==> src/rtl/tdc_pkg.sv <==
// Shared types for the multi-stop TDC coarse counter.
// Default geometry, FSM states, record flags and record layout.
package tdc_pkg;

   localparam int CW_DEF    = 8;
   localparam int NSTOP_DEF = 4;

   function automatic int ch_width(input int n);
      return (n > 1) ? $clog2(n) : 1;
   endfunction

   localparam int CHW_DEF = ch_width(NSTOP_DEF);

   typedef enum logic [1:0] {
      IDLE,
      COUNT,
      DRAIN
   } state_t;

   typedef enum logic [1:0] {
      NORMAL  = 2'b00,
      COINC   = 2'b01,
      TIMEOUT = 2'b10
   } flag_t;

   typedef struct packed {
      logic [CHW_DEF-1:0] ch;
      logic [CW_DEF-1:0]  code;
      flag_t              flag;
   } record_t;

endpackage

==> src/rtl/tdc_stop_latch.sv <==
// Per-channel first-stop latch: hit bit plus captured code and flag.
// A capture wins over a clear so a fresh start can record a coincident stop.
module tdc_stop_latch
   import tdc_pkg::*;
#(
   parameter int CW = 8
) (
   input  logic          clk,
   input  logic          rst,
   input  logic          clr_i,
   input  logic          cap_i,
   input  logic [CW-1:0] code_i,
   input  flag_t         flag_i,
   output logic          hit_o,
   output logic [CW-1:0] code_o,
   output flag_t         flag_o
);

   logic          hit_q, hit_d;
   logic [CW-1:0] code_q, code_d;
   flag_t         flag_q, flag_d;

   always_comb begin
      hit_d  = hit_q;
      code_d = code_q;
      flag_d = flag_q;
      if (cap_i) begin
         hit_d  = 1'b1;
         code_d = code_i;
         flag_d = flag_i;
      end else if (clr_i) begin
         hit_d  = 1'b0;
         code_d = '0;
         flag_d = NORMAL;
      end
   end

   always_ff @(posedge clk) begin
      if (rst) begin
         hit_q  <= 1'b0;
         code_q <= '0;
         flag_q <= NORMAL;
      end else begin
         hit_q  <= hit_d;
         code_q <= code_d;
         flag_q <= flag_d;
      end
   end

   assign hit_o  = hit_q;
   assign code_o = code_q;
   assign flag_o = flag_q;

endmodule

==> src/rtl/tdc_multi_stop_counter.sv <==
// Coarse TDC counter: one start, first stop per channel, then drains
// one record per channel over a valid/ready stream.
module tdc_multi_stop_counter #(
   parameter int CW      = tdc_pkg::CW_DEF,
   parameter int NSTOP   = tdc_pkg::NSTOP_DEF,
   parameter int TIMEOUT = (2**CW) - 1,
   parameter int RETRIG  = 0,
   localparam int CHW    = tdc_pkg::ch_width(NSTOP)
) (
   input  logic             clk,
   input  logic             rst,
   input  logic             start,
   input  logic [NSTOP-1:0] stop,
   output logic             out_valid,
   input  logic             out_ready,
   output logic [CHW-1:0]   out_ch,
   output logic [CW-1:0]    out_code,
   output logic [1:0]       out_flag,
   output logic             busy,
   output logic             start_lost
);

   import tdc_pkg::*;

   if (NSTOP < 1 || TIMEOUT < 1 || TIMEOUT > (2**CW) - 1) begin : g_bad_param
      $error("tdc_multi_stop_counter: illegal CW/NSTOP/TIMEOUT");
   end

   localparam logic [CW-1:0]  TO_C = CW'(TIMEOUT);
   localparam logic [CHW-1:0] LAST = CHW'(NSTOP - 1);

   state_t           state_q, state_d;
   logic [CW-1:0]    k_q, k_d, kn;
   logic [CHW-1:0]   idx_q, idx_d, idx_n;
   logic             ov_q, ov_d, busy_q, busy_d, lost_q, lost_d;
   logic [CHW-1:0]   ch_q, ch_d;
   logic [CW-1:0]    ocode_q, ocode_d;
   flag_t            oflag_q, oflag_d;

   logic [NSTOP-1:0] hit, clr, cap;
   logic [CW-1:0]    cap_code;
   flag_t            cap_flag [NSTOP];
   logic [CW-1:0]    lcode [NSTOP];
   flag_t            lflag [NSTOP];
   logic             fresh, to_drain;

   for (genvar g = 0; g < NSTOP; g++) begin : g_ch
      tdc_stop_latch #(.CW(CW)) u_latch (
         .clk    (clk),
         .rst    (rst),
         .clr_i  (clr[g]),
         .cap_i  (cap[g]),
         .code_i (cap_code),
         .flag_i (cap_flag[g]),
         .hit_o  (hit[g]),
         .code_o (lcode[g]),
         .flag_o (lflag[g])
      );
   end

   always_comb begin
      state_d  = state_q;
      k_d      = k_q;
      idx_d    = idx_q;
      ov_d     = ov_q;
      ch_d     = ch_q;
      ocode_d  = ocode_q;
      oflag_d  = oflag_q;
      lost_d   = 1'b0;
      clr      = '0;
      cap      = '0;
      cap_code = '0;
      to_drain = 1'b0;
      for (int i = 0; i < NSTOP; i++) cap_flag[i] = NORMAL;
      kn    = k_q + CW'(1);
      idx_n = idx_q + CHW'(1);
      fresh = start && (state_q == IDLE ||
                        (state_q == COUNT && RETRIG != 0));

      if (fresh) begin
         clr     = '1;
         cap     = stop;
         k_d     = '0;
         state_d = COUNT;
         for (int i = 0; i < NSTOP; i++) cap_flag[i] = COINC;
         if (&stop) to_drain = 1'b1;
      end else begin
         lost_d = start && (state_q != IDLE);
         unique case (state_q)
            COUNT: begin
               k_d      = kn;
               cap_code = kn;
               cap      = stop & ~hit;
               if (&(hit | stop)) begin
                  to_drain = 1'b1;
               end else if (kn == TO_C) begin
                  // stops on the final count still win over the timeout
                  to_drain = 1'b1;
                  cap      = ~hit;
                  for (int i = 0; i < NSTOP; i++)
                     cap_flag[i] = stop[i] ? NORMAL : tdc_pkg::TIMEOUT;
               end
            end
            DRAIN: begin
               if (ov_q && out_ready) begin
                  if (idx_q == LAST) begin
                     state_d = IDLE;
                     ov_d    = 1'b0;
                     idx_d   = '0;
                     ch_d    = '0;
                     ocode_d = '0;
                     oflag_d = NORMAL;
                  end else begin
                     idx_d   = idx_n;
                     ch_d    = idx_n;
                     ocode_d = lcode[idx_n];
                     oflag_d = lflag[idx_n];
                  end
               end
            end
            default: ;
         endcase
      end

      // record 0 is loaded from the values being captured on this edge
      if (to_drain) begin
         state_d = DRAIN;
         ov_d    = 1'b1;
         idx_d   = '0;
         ch_d    = '0;
         ocode_d = cap[0] ? cap_code : lcode[0];
         oflag_d = cap[0] ? cap_flag[0] : lflag[0];
      end
      busy_d = (state_d != IDLE);
   end

   always_ff @(posedge clk) begin
      if (rst) begin
         state_q <= IDLE;
         k_q     <= '0;
         idx_q   <= '0;
         ov_q    <= 1'b0;
         ch_q    <= '0;
         ocode_q <= '0;
         oflag_q <= NORMAL;
         busy_q  <= 1'b0;
         lost_q  <= 1'b0;
      end else begin
         state_q <= state_d;
         k_q     <= k_d;
         idx_q   <= idx_d;
         ov_q    <= ov_d;
         ch_q    <= ch_d;
         ocode_q <= ocode_d;
         oflag_q <= oflag_d;
         busy_q  <= busy_d;
         lost_q  <= lost_d;
      end
   end

   assign out_valid  = ov_q;
   assign out_ch     = ch_q;
   assign out_code   = ocode_q;
   assign out_flag   = oflag_q;
   assign busy       = busy_q;
   assign start_lost = lost_q;

endmodule

==> config.mk <==
export PLATFORM = sky130hd
export DESIGN_NAME = tdc_multi_stop_counter
export DESIGN_NICKNAME = d
export VERILOG_FILES = /design/src/rtl/tdc_pkg.sv /design/src/rtl/tdc_stop_latch.sv /design/src/rtl/tdc_multi_stop_counter.sv
export SDC_FILE = /design/constraint.sdc
export NUM_CORES = 1
export LEC_CHECK = 0
export BUFFER_PORTS_ARGS = -buffer_cell sky130_fd_sc_hd__buf_2
export CAP_MARGIN = 20
export CORE_ASPECT_RATIO = 0.75
export CORE_MARGIN = 2
export CORE_UTILIZATION = 25
export DETAILED_ROUTE_END_ITERATION = 10
export GPL_ROUTABILITY_DRIVEN = 0
export PLACE_DENSITY_LB_ADDON = 0.15
export SETUP_SLACK_MARGIN = 0.3
export SLEW_MARGIN = 25
export SYNTH_ARGS = -nofsm -noshare
export SYNTH_HDL_FRONTEND = slang
export SYNTH_SLANG_ARGS = --single-unit
==> constraint.sdc <==
create_clock -name clk -period 5.1 [get_ports clk]
set_input_delay 1.02 -clock clk [delete_from_list [all_inputs] [get_ports clk]]
set_output_delay 1.02 -clock clk [all_outputs]
set_load 0.1 [all_outputs]
==> qor.csv <==
metric,value,unit
status,finished clean,
fin_crit,2.75,ns
async_flop_share,0,%
grt_max_degree,37,
finalSetupViolCount,0,
cts_buffers,9,
rows,36,
htreeDepth,3,
power-per-cell-area,349,mW/mm²
critPathRequiredTime,4.08,ns
antenna_found_initial,0,
grt_pass1_vias,2585,
wl_per_cell,18.7,µm
arrival,1.73,ns
tightest_slew,0.840,ns
yosysWarnings,0,
hold_buffers,0,
placedInstanceArea,0.00351,mm²
path_buf_inv,1,
area_growth_syn_to_layout,16.6,%
final_common_cell,dfxtp_1,
cts_buffer_depth,2,
portBuffers,22,
p_leak,1.35,nW
syn_nets,327,
fin_nets,346,
min_path_type,reg2reg,
drv_slew,0,
fin_cells,511,
syn_area_per_cell,10.3,µm²
cts_sinks,69,
fin_crit_sh,54.0,%
grt_pass1_wl,15.2,mm
cp-end-kind,primary output,
dp.cells,495,
initial_core_util,25.4,%
synth_flop_cell,dfxtp_1,
fin_area,0.00380,mm²
start_kind,flop,
die_w,136,µm
synth_edf_count,0,
rsz0062_at_grt,no,
netlist-cell-type-count,58,
postCtsSetupBuffers,0,
final_core_utilization,29.6,%
grt_overflow,0,
cts.clk_slew.worst_paths,0.06,ns
diodes,0,
antenna_left,0,
clock_latency,0.33,ns
die_h,103,µm
max_freq,0.363,GHz
io_pins,23,
slowest_delay,0.84,ns
max_cap_violations,0,
die-area,0.0140,mm²
peakVddDrop,173,µV
vias,2614,
path_delay_family,flip-flops,
dp_hpwl,6.81,mm
slowest_stage,dfxtp_1,
wl,9.58,mm
dr.pass1.iters,4,
cts_resized,0,
cts_tree,done,
syn-instance-count,316,
fp.coreArea,0.0128,mm²
drt-initial-drc-count,140,
synth_area,0.00325,mm²
finClkSkew,0.00692,ns
via_per_inst,5.12,
ys_seq_area_share,42.4,%
grt_usage,14.7,%
whs,0.472,ns
setup-tns-final,0,ns
drc,0,
crit_path_cell_trace,buf_2,
report.final.hold_viol_count,0,
drive_gt1_share,21.8,%
clockRootBuffer,clkbuf_16,
crit_fanout,14,
worstSetupPathType,reg2out,
final_cell_mix,"dfxtp_1 (69), a22o_1 (33), nor2_1 (28), buf_2 (22), a21oi_1 (20)",
ys_ff_latch,69,
relSlewSlack,43.8,%
cells by family (layout without fill, tap and decap cells):
kind of cell             Yosys count  count (layout)  share of synthesized area (%)
AO/OA/AOI/OAI                    114             114                           29.1
XOR/XNOR                           8               8                           2.15
adder cells (fa/ha/maj)            3               3                           1.15
buffers and inverters             22              46                           3.38
flip-flops                        69              69                           42.4
multiplexers                      15              15                           8.46
AND/OR/NAND/NOR                   85              85                           13.3
power breakdown:
part	internal (mW)	switching, mW
combinational	0.0400	0.117
clock	0.345	0.258
sequential	0.552	0.0124
total	0.937	0.387
synth_stat cells, drive strengths merged (2+ instances only):
master	number	area [µm²]
dfxtp	69	1380
or2	4	25.0
clkbuf	11	41.3
nand2	16	60.1
a21o	4	38.8
o2bb2ai	2	17.5
a221oi	6	52.6
nand2b	3	18.8
xor2	3	26.3
xnor2	5	43.8
a211oi	10	92.6
nor3b	3	22.5
or3	5	37.5
o31ai	2	33.8
o21ai	10	50.0
o41ai	2	55.1
a21oi	22	118
ha	3	37.5
o22ai	5	31.3
a22oi	3	22.5
and2	2	13.8
nor2	29	111
mux4	10	225
nand3	5	30.0
inv	5	18.8
buf	6	50.0
a22o	33	289
a32o	2	20.0
nand4b	2	17.5
a32oi	6	52.6
a211o	2	26.3
nor3	13	76.3
mux2i	5	50.1
stage by stage:
| stage | setup slack [ns] | total power, mW |
|---|---|---|
| final | 2.35 | 1.32 |
| after global routing | 2.18 | 1.37 |
| after CTS | 2.35 | 1.33 |
| after detailed placement | 2.20 | 0.734 |
| after global placement | 2.18 | 0.735 |
| after floorplan | 2.24 | 0.688 |
final timing paths:
check / from / slack [ns] / cells past startpoint / end
worst max-delay path: out_ch[0] / 2.35 / 1 / out_ch[0]
worst min-delay path: g_ch[2].u_latch.code_o[1] / 0.47 / 1 / g_ch[2].u_latch.code_o[1]
worst max register to register: out_ch[0] / 2.42 / 4 / out_code[4]
worst min register to register: g_ch[2].u_latch.code_o[1] / 0.47 / 1 / g_ch[2].u_latch.code_o[1]
flip-flops by register name, summed over array words and instances (netlist names):
signal and flops:
out_ch 2, out_flag 2, g_ch.u_latch.flag_o 8, out_code 8
k_q 8, g_ch.u_latch.hit_o 4, state_q 2, busy 1
out_valid 1, start_lost 1, g_ch.u_latch.code_o 32
final cells by class:
class,count,area [µm²]
inverter,5,18.8
tap,171,214
sequential,69,1380
clock buffer,10,239
clock inverter,6,47.5
timing repair buffer,25,133
fill,1362,9040
multi-input combinational,225,1760
layer usage:
layer / GRT usage, % / vias to the layer above / routed length, µm
li1: - / 1268 / -
met1: 21.7 / 1289 / 5100
met2: 21.1 / 52 / 4060
met3: 3.24 / 5 / 373
met4: 4.73 / 0 / 43
met5: 0 / - / 0
No activity file was read; power rests on OpenSTA's default activity.
